File: config.mk
export PLATFORM = sky130hd
export DESIGN_NAME = module_multiplicador
export DESIGN_NICKNAME = d
export VERILOG_FILES = /design/src/rtl/module_multiplicador.sv
export SDC_FILE = /design/constraint.sdc
export NUM_CORES = 1
export LEC_CHECK = 0
export CAP_MARGIN = 30
export CORE_MARGIN = 2
export CORE_UTILIZATION = 40
export CTS_CLUSTER_SIZE = 25
export DETAILED_ROUTE_END_ITERATION = 10
export SYNTH_ARGS = -nofsm -noshare
export SYNTH_HDL_FRONTEND = slang
export SYNTH_SLANG_ARGS = --single-unit
export TNS_END_PERCENT = 50
File: constraint.sdc
create_clock -name clk -period 3.8 [get_ports clk]
set_clock_uncertainty 0.1 [all_clocks]
set_input_delay 0.76 -clock clk [delete_from_list [all_inputs] [get_ports clk]]
set_output_delay 0.76 -clock clk [all_outputs]
set_load 0.01 [all_outputs]
File: src/rtl/module_multiplicador.sv
// module_multiplicador: sequential signed multiplier using radix-2 Booth recoding, one step per clock.
module module_multiplicador #(
    parameter int WIDTH = 8
) (
    input  logic               clk,
    input  logic               rst,
    input  logic               start,
    input  logic [WIDTH-1:0]   first_num,
    input  logic [WIDTH-1:0]   second_num,
    output logic               busy,
    output logic               done,
    output logic [2*WIDTH-1:0] product
);
    localparam int CW = $clog2(WIDTH + 1);
    localparam logic [CW-1:0] LAST = CW'(WIDTH - 1);

    typedef enum logic [1:0] {IDLE, CALC, DONE} state_t;

    state_t                state;
    logic signed [WIDTH:0] a, m, sum;
    logic [WIDTH-1:0]      q;
    logic                  qm;
    logic [CW-1:0]         cnt;
    logic [2*WIDTH+1:0]    shifted;

    // One extra accumulator bit keeps -M exact when M is the most negative operand.
    always_comb begin
        sum     = ({q[0], qm} == 2'b01) ? a + m : ({q[0], qm} == 2'b10) ? a - m : a;
        shifted = $signed({sum, q, qm}) >>> 1;
    end

    always_ff @(posedge clk) begin
        if (rst) begin
            state   <= IDLE;
            busy    <= 1'b0;
            done    <= 1'b0;
            product <= '0;
            a       <= '0;
            m       <= '0;
            q       <= '0;
            qm      <= 1'b0;
            cnt     <= '0;
        end else begin
            done <= 1'b0;
            case (state)
                IDLE: if (start) begin
                    m     <= {first_num[WIDTH-1], first_num};
                    q     <= second_num;
                    a     <= '0;
                    qm    <= 1'b0;
                    cnt   <= '0;
                    busy  <= 1'b1;
                    state <= CALC;
                end
                CALC: begin
                    a   <= shifted[2*WIDTH+1:WIDTH+1];
                    q   <= shifted[WIDTH:1];
                    qm  <= shifted[0];
                    cnt <= cnt + 1'b1;
                    if (cnt == LAST) begin
                        product <= shifted[2*WIDTH:1];
                        done    <= 1'b1;
                        state   <= DONE;
                    end
                end
                DONE: begin
                    busy  <= 1'b0;
                    state <= IDLE;
                end
                default: state <= IDLE;
            endcase
        end
    end
endmodule

==> out/metrics.cfg, run 1 <==
[worst_setup_path]
cp_max_fo = 7
cp_num_buf_inv = 1
cp.depth = 8
setup.worst_path.end = product[15]
path_class = reg -> reg
crit_path_start_kind = flop
crit_slowest_cell = dfxtp_1
crit_chain = inv_1, fa_1, o21bai_1, a221oi_1, o21ba_2, a221o_1, a22oi_2, a211oi_1
max_stage_delay_ns = 0.49
timing.rr.start = a[1]
r2r_cells = 8
worstSetupEndpointType = flop
reg2reg_setup_slack_ns = 1.32
crit_required_ns = 3.87
critPathArrivalTime_ns = 2.55
path_delay_family = compound AO/OA/AOI/OAI gates
startpoint = a[1]
r2r_end = product[15]

[drt]
ant_nets = 0
wl_per_cell_um = 14.0
drt_pass1_iterations = 4
first_iter_violations = 103
viasPerCell = 5.30
vias = 2309
drt-total-wl_um = 6110
drc = 0

[logic_synthesis]
synth.avg_cell_area_um2 = 8.05
synth-edff-count = 0
synth.distinct_cells = 49
ys.flop_type = dfxtp_1
synth_warnings = 0
synth_top_area_share_pct = 37.1
synthCells = 328
yosys-top-cells-area = dfxtp_1 (37%), a21oi_1 (8.9%), ha_1 (8.5%)
yosys.area.top_type = dfxtp_1
synthesis.area_mm2 = 0.00264
ys_seq_area_share_pct = 37.1
synth_nets = 367
async_flop_share_pct = 0
ys_seq_elements = 49

[sta]
fin_crit_sh_pct = 65.3
slew_headroom_pct = 42.0
final.setup.tns_ns = 0
fin_crit_ns = 2.48
fmax_ghz = 0.403
rsz0062_at_grt = no
finalWorstSetupSlack_ns = 1.32
maxSlewViolCount = 0
setup_viol = 0
worst_slew_pin_slew_ns = 0.868
hold_viol = 0

[power]
power.density_mw_per_mm2 = 347
total_power_w = 0.00109
peakVddDrop_mv = 0.219
leakagePower_nw = 1.15

[clock_network]
cts_resized = 0
cts_max_path_buffers = 2
clkTransAtPathRegs_ns = 0.09
cts_sinks = 49
postCtsSetupRepairBufs = 0
cts_hold_buf = 0
h-tree-depth = 2
clkLatencyLatePin_ns = 0.31
cts_tree = built
numCtsBuffers = 5
cts-root-buf = clkbuf_8

[global_routing]
grt.total_usage_pct = 17.6
grt-ovfl-total = 0
grt_pass1_wl_um = 10400
first_global_vias = 2163
grt_max_degree = 51
antenna_found_initial = 0

[finish]
finish.utilization_pct = 49.0
area_growth_pct = 18.5
final_cells = 436
drive_gt1_share_pct = 5.29
ff_latch_area_um2 = 981
fillCellCount = 637
multi_input_area_mm2 = 0.00151
nets = 397
diodes = 0

[floorplanning]
num_rows = 29
die_w_um = 85.3
ioPinCount = 37
fp.coreArea_mm2 = 0.00639
start_util_pct = 41.4
dieArea_mm2 = 0.00727
die_y_um = 85.3

[flow_run]
maxCapViolCount = 0

[placed_design]
gp_congestion = 0.777
numPortBuffers = 36
dpl.hpwl_um = 4310
place_ws_ns = 1.17
dp_cells = 428

[outcome]
status = finished clean

[worst_hold_path]
holdPathStages = 2
hold_path.class = reg -> reg

==> where the power goes <==
group | switching (W) | leakage (nW) | internal (W)
Sequential | 0.0000198 | 0.399 | 0.000533
Combinational | 0.000122 | 0.707 | 0.0000979
Clock | 0.000183 | 0.0456 | 0.000132
==> cells in the mapped netlist (3+ instances only) <==
cell type and count:
nand3_1 5, nor3_1 7, nor2_1 31, nand3b_1 3, ha_1 18, o31a_1 3, nand2b_1 4, dfxtp_1 49
nor2b_1 4, clkbuf_1 11, a211oi_1 6, o21a_1 4, buf_2 3, o21ai_0 4, xnor2_1 6, xor2_1 3
a22oi_1 10, inv_1 17, a21oi_1 47, a311oi_1 4, nand2_1 54
==> layer usage <==
layer | routed length [µm] | track usage [%]
met1 | 2940 | 23.6
met2 | 2820 | 29.1
met3 | 283 | 3.79
met4 | 57 | 3.90
met5 | 0 | 0
==> sequential cells by signal (all words and copies together) (netlist names) <==
name	count
a	8
busy	1
cnt	4
done	1
m	8
product	16
q	8
qm	1
state	2
==> layout by cell type (no fill, tap or decap), types with 3 or more instances in the layout <==
cell type	instances
o31a_1	3
nand2b_1	4
nor2_1	31
a21oi_1	47
ha_1	18
inv_1	17
xor2_1	3
buf_4	4
nand3_1	5
nand3b_1	3
o21a_1	4
clkdlybuf4s50_1	36
a311oi_1	4
o21ai_0	4
dfxtp_1	49
nor3_1	7
nand2_1	54
nor2b_1	4
a22oi_1	10
xnor2_1	6
a211oi_1	6
clkbuf_8	5
==> layout make-up <==
type                       count  share of cell area [%]
sequential                    49                    31.3
timing repair buffer          40                    12.5
clock inverter                 2                   0.440
clock buffer                   6                    2.32
inverter                      17                    2.04
multi-input combinational    245                    48.3
tap                           77                    3.08
==> tightest hold or removal path: stages, from the launching register on <==
cell and delay, ns:
dfxtp_1 0.32, nand2_1 0.05, a21oi_1 0.05
==> worst min path at each step <==
| stage | slack, ns | end | from |
|---|---|---|---|
| 6_report | 0.36 | product[10] | product[10] |
| 5_1_grt | 0.39 | product[2] | product[2] |
| 4_1_cts | 0.36 | product[4] | product[4] |
| 3_5_place_dp | 0.35 | product[1] | product[1] |
| 3_3_place_gp | 0.35 | product[10] | product[10] |
| 2_1_floorplan | 0.34 | product[6] | q[7] |
==> kinds of logic after synthesis <==
kind of cell	count (synthesis)	share of synthesized area, %
buffers and inverters	34	5.59
XOR/XNOR	9	2.98
AND/OR/NAND/NOR	120	20.5
adder cells (fa/ha/maj)	20	10.0
flip-flops	49	37.1
AO/OA/AOI/OAI	95	23.4
multiplexers	1	0.426
==> metrics by stage <==
stage / hold slack [ns] / instance area (µm²)
CTS: 0.365 / 3130
floorplan: 0.345 / 2640
global placement: 0.346 / 3040
global route: 0.390 / 3130
finish: 0.359 / 3130
detailed placement: 0.351 / 3040
Power figures use the tool's default switching activity.
==> inputs of run 2 (changes only) <==
==> constraint.sdc (replaced) <==
create_clock -name clk -period 1.99 [get_ports clk]
set_clock_uncertainty 0.1 [all_clocks]
set_input_delay 0.398 -clock clk [delete_from_list [all_inputs] [get_ports clk]]
set_output_delay 0.398 -clock clk [all_outputs]
set_load 0.01 [all_outputs]
==> run 2 against run 1 <==
  * The run now ends with setup timing left
  * Clock power up 130%
  * Final cell count grew 7.8%
  * Sequential share of layout area is 4.0 points lower
  * Count of clock-buffer cells in the layout is the same
  * First-iteration DRC count decreased by 21%
  * Global-route usage up 2.0 points
  * Routed wire length grew 17%
  * Critical path type unchanged
  * Highest routed layer unchanged
==> out/metrics.cfg, run 2 (synthesis gave the netlist of run 1 again) <==
[worst_setup_path]
path_class = reg -> reg
cp_max_fo = 3
worstSetupEndpointType = flop
critPathArrivalTime_ns = 2.28
crit_required_ns = 2.08
crit_path_start_kind = flop

[clock_network]
cts_max_path_buffers = 2
clkLatencyLatePin_ns = 0.30
clkTransAtPathRegs_ns = 0.10
numCtsBuffers = 5
cts_tree = built
h-tree-depth = 2
cts_sinks = 49
cts-root-buf = clkbuf_8

[sta]
rsz0062_at_grt = yes
setup_viol = 12
fin_crit_ns = 2.19
slew_headroom_pct = 72.0
finalWorstSetupSlack_ns = -0.200
hold_viol = 0
fin_crit_sh_pct = 110
final.setup.tns_ns = -1.40
holdWs_ns = 0.356
worst_slew_pin_slew_ns = 0.418
fmax_ghz = 0.457
maxSlewViolCount = 0

[drt]
viasPerCell = 5.32
vias = 2501
drt-total-wl_um = 7140
drc = 0
drt_pass1_iterations = 4
wl_per_cell_um = 15.2
ant_nets = 0
first_iter_violations = 81

[floorplanning]
die_y_um = 85.3
fp.coreArea_mm2 = 0.00639
num_rows = 29
start_util_pct = 41.4
ioPinCount = 37
dieArea_mm2 = 0.00727
die_w_um = 85.3

[finish]
final_cell_mix = nand2_1 (54), dfxtp_1 (45), a21oi_1 (42), clkdlybuf4s50_1 (36), buf_4 (35)
final_common_cell = nand2_1
diodes = 0
area_growth_pct = 37.8
nets = 431
top_register = product
drive_gt1_share_pct = 21.9
final_cells = 470
fillCellCount = 613
finish.utilization_pct = 57.0
largest_reg_flops = 16

[power]
leakagePower_nw = 1.36
p_int_w = 0.00168
peakVddDrop_mv = 0.368
switching_power_w = 0.000685
clkPwrFrac_pct = 31.0
power.density_mw_per_mm2 = 650
p_sw_share_pct = 29.0
p_seq_share_pct = 44.4
combPwrFrac_pct = 24.6

[global_routing]
first_global_vias = 2466
grt_pass1_wl_um = 11600
grt.total_usage_pct = 19.6
grt-ovfl-total = 0
grt_max_degree = 51
antenna_found_initial = 0

[worst_hold_path]
hold_path.class = reg -> reg

[flow_run]
maxCapViolCount = 0

[placed_design]
place_ws_ns = -0.243
numPortBuffers = 36
gp_congestion = 0.822
dpl.hpwl_um = 5020
dp_cells = 462

[outcome]
status = finished, violations left
violations = setup timing

-- run 2: cell count changes in the layout (fill, tap and decap cells not counted), moves of 4 or more --
cell / previous run / this run
buf_4: 4 / 35
a21oi_1: 47 / 42
ha_1: 18 / 13
ha_4: 0 / 5
dfxtp_1: 49 / 45
inv_1: 17 / 13
a21oi_2: 0 / 5
-- run 2: metal layers --
| metal | part of all wire [%] | GRT usage (%) | wire, µm |
|---|---|---|---|
| met5 | 0 | 0 | 0 |
| met4 | 1.5 | 4.91 | 104 |
| met3 | 3.9 | 3.60 | 281 |
| met2 | 50 | 34.1 | 3570 |
| met1 | 45 | 24.9 | 3180 |
-- run 2: worst max-delay path, cell delays in order, from the launching register on --
cell and delay, ns:
dfxtp_4 0.38, inv_4 0.06, ha_4 0.12, inv_2 0.03, fa_2 0.36, buf_4 0.16
a21oi_2 0.10, nor2_1 0.05, nor3_1 0.22, o32ai_1 0.10, buf_4 0.15, a211oi_2 0.19
nor3_1 0.07
-- run 2: worst paths after layout --
path / start / endpoint / slack [ns] / cells past startpoint
worst min-delay path: product[10] / product[10] / 0.36 / 2
worst min register to register: product[10] / product[10] / 0.36 / 2
worst max register to register: a[0] / product[11] / -0.20 / 12
worst max-delay path: a[0] / product[11] / -0.20 / 12
-- run 2: cell type report --
type | instances | area, µm² | area share (%)
clock buffers | 6 | 72.6 | 1.99
flip-flops and latches | 49 | 993 | 27.3
multi-input cells | 245 | 1690 | 46.6
inverters | 17 | 68.8 | 1.89
repair buffers | 74 | 674 | 18.5
well taps | 77 | 96.3 | 2.65
clock inverters | 2 | 38.8 | 1.07
-- run 2: power groups by stage --
| stage | clock network (W) | logic (W) | registers (W) |
|---|---|---|---|
| final | 0.000733 | 0.000582 | 0.00105 |
| after global routing | 0.000799 | 0.000637 | 0.00106 |
| after CTS | 0.000762 | 0.000549 | 0.00105 |
| after detailed placement | 0 | 0.000523 | 0.00107 |
| after global placement | 0 | 0.000516 | 0.00107 |
| after floorplan | 0 | 0.000320 | 0.00107 |
-- run 2: timing repair --
item | CTS | global route
setup endpoints to repair | 12 | 15
pin swaps | 13 | 16
buffers inserted | 2 | 0
resized for setup | 19 | 19
hold buffers | 0 | 0
-- run 2: through the flow --
stage / total power (W) / cell area, µm²
finish: 0.00237 / 3640
global route: 0.00249 / 3640
CTS: 0.00236 / 3560
detailed placement: 0.00159 / 3350
global placement: 0.00159 / 3350
floorplan: 0.00139 / 2670
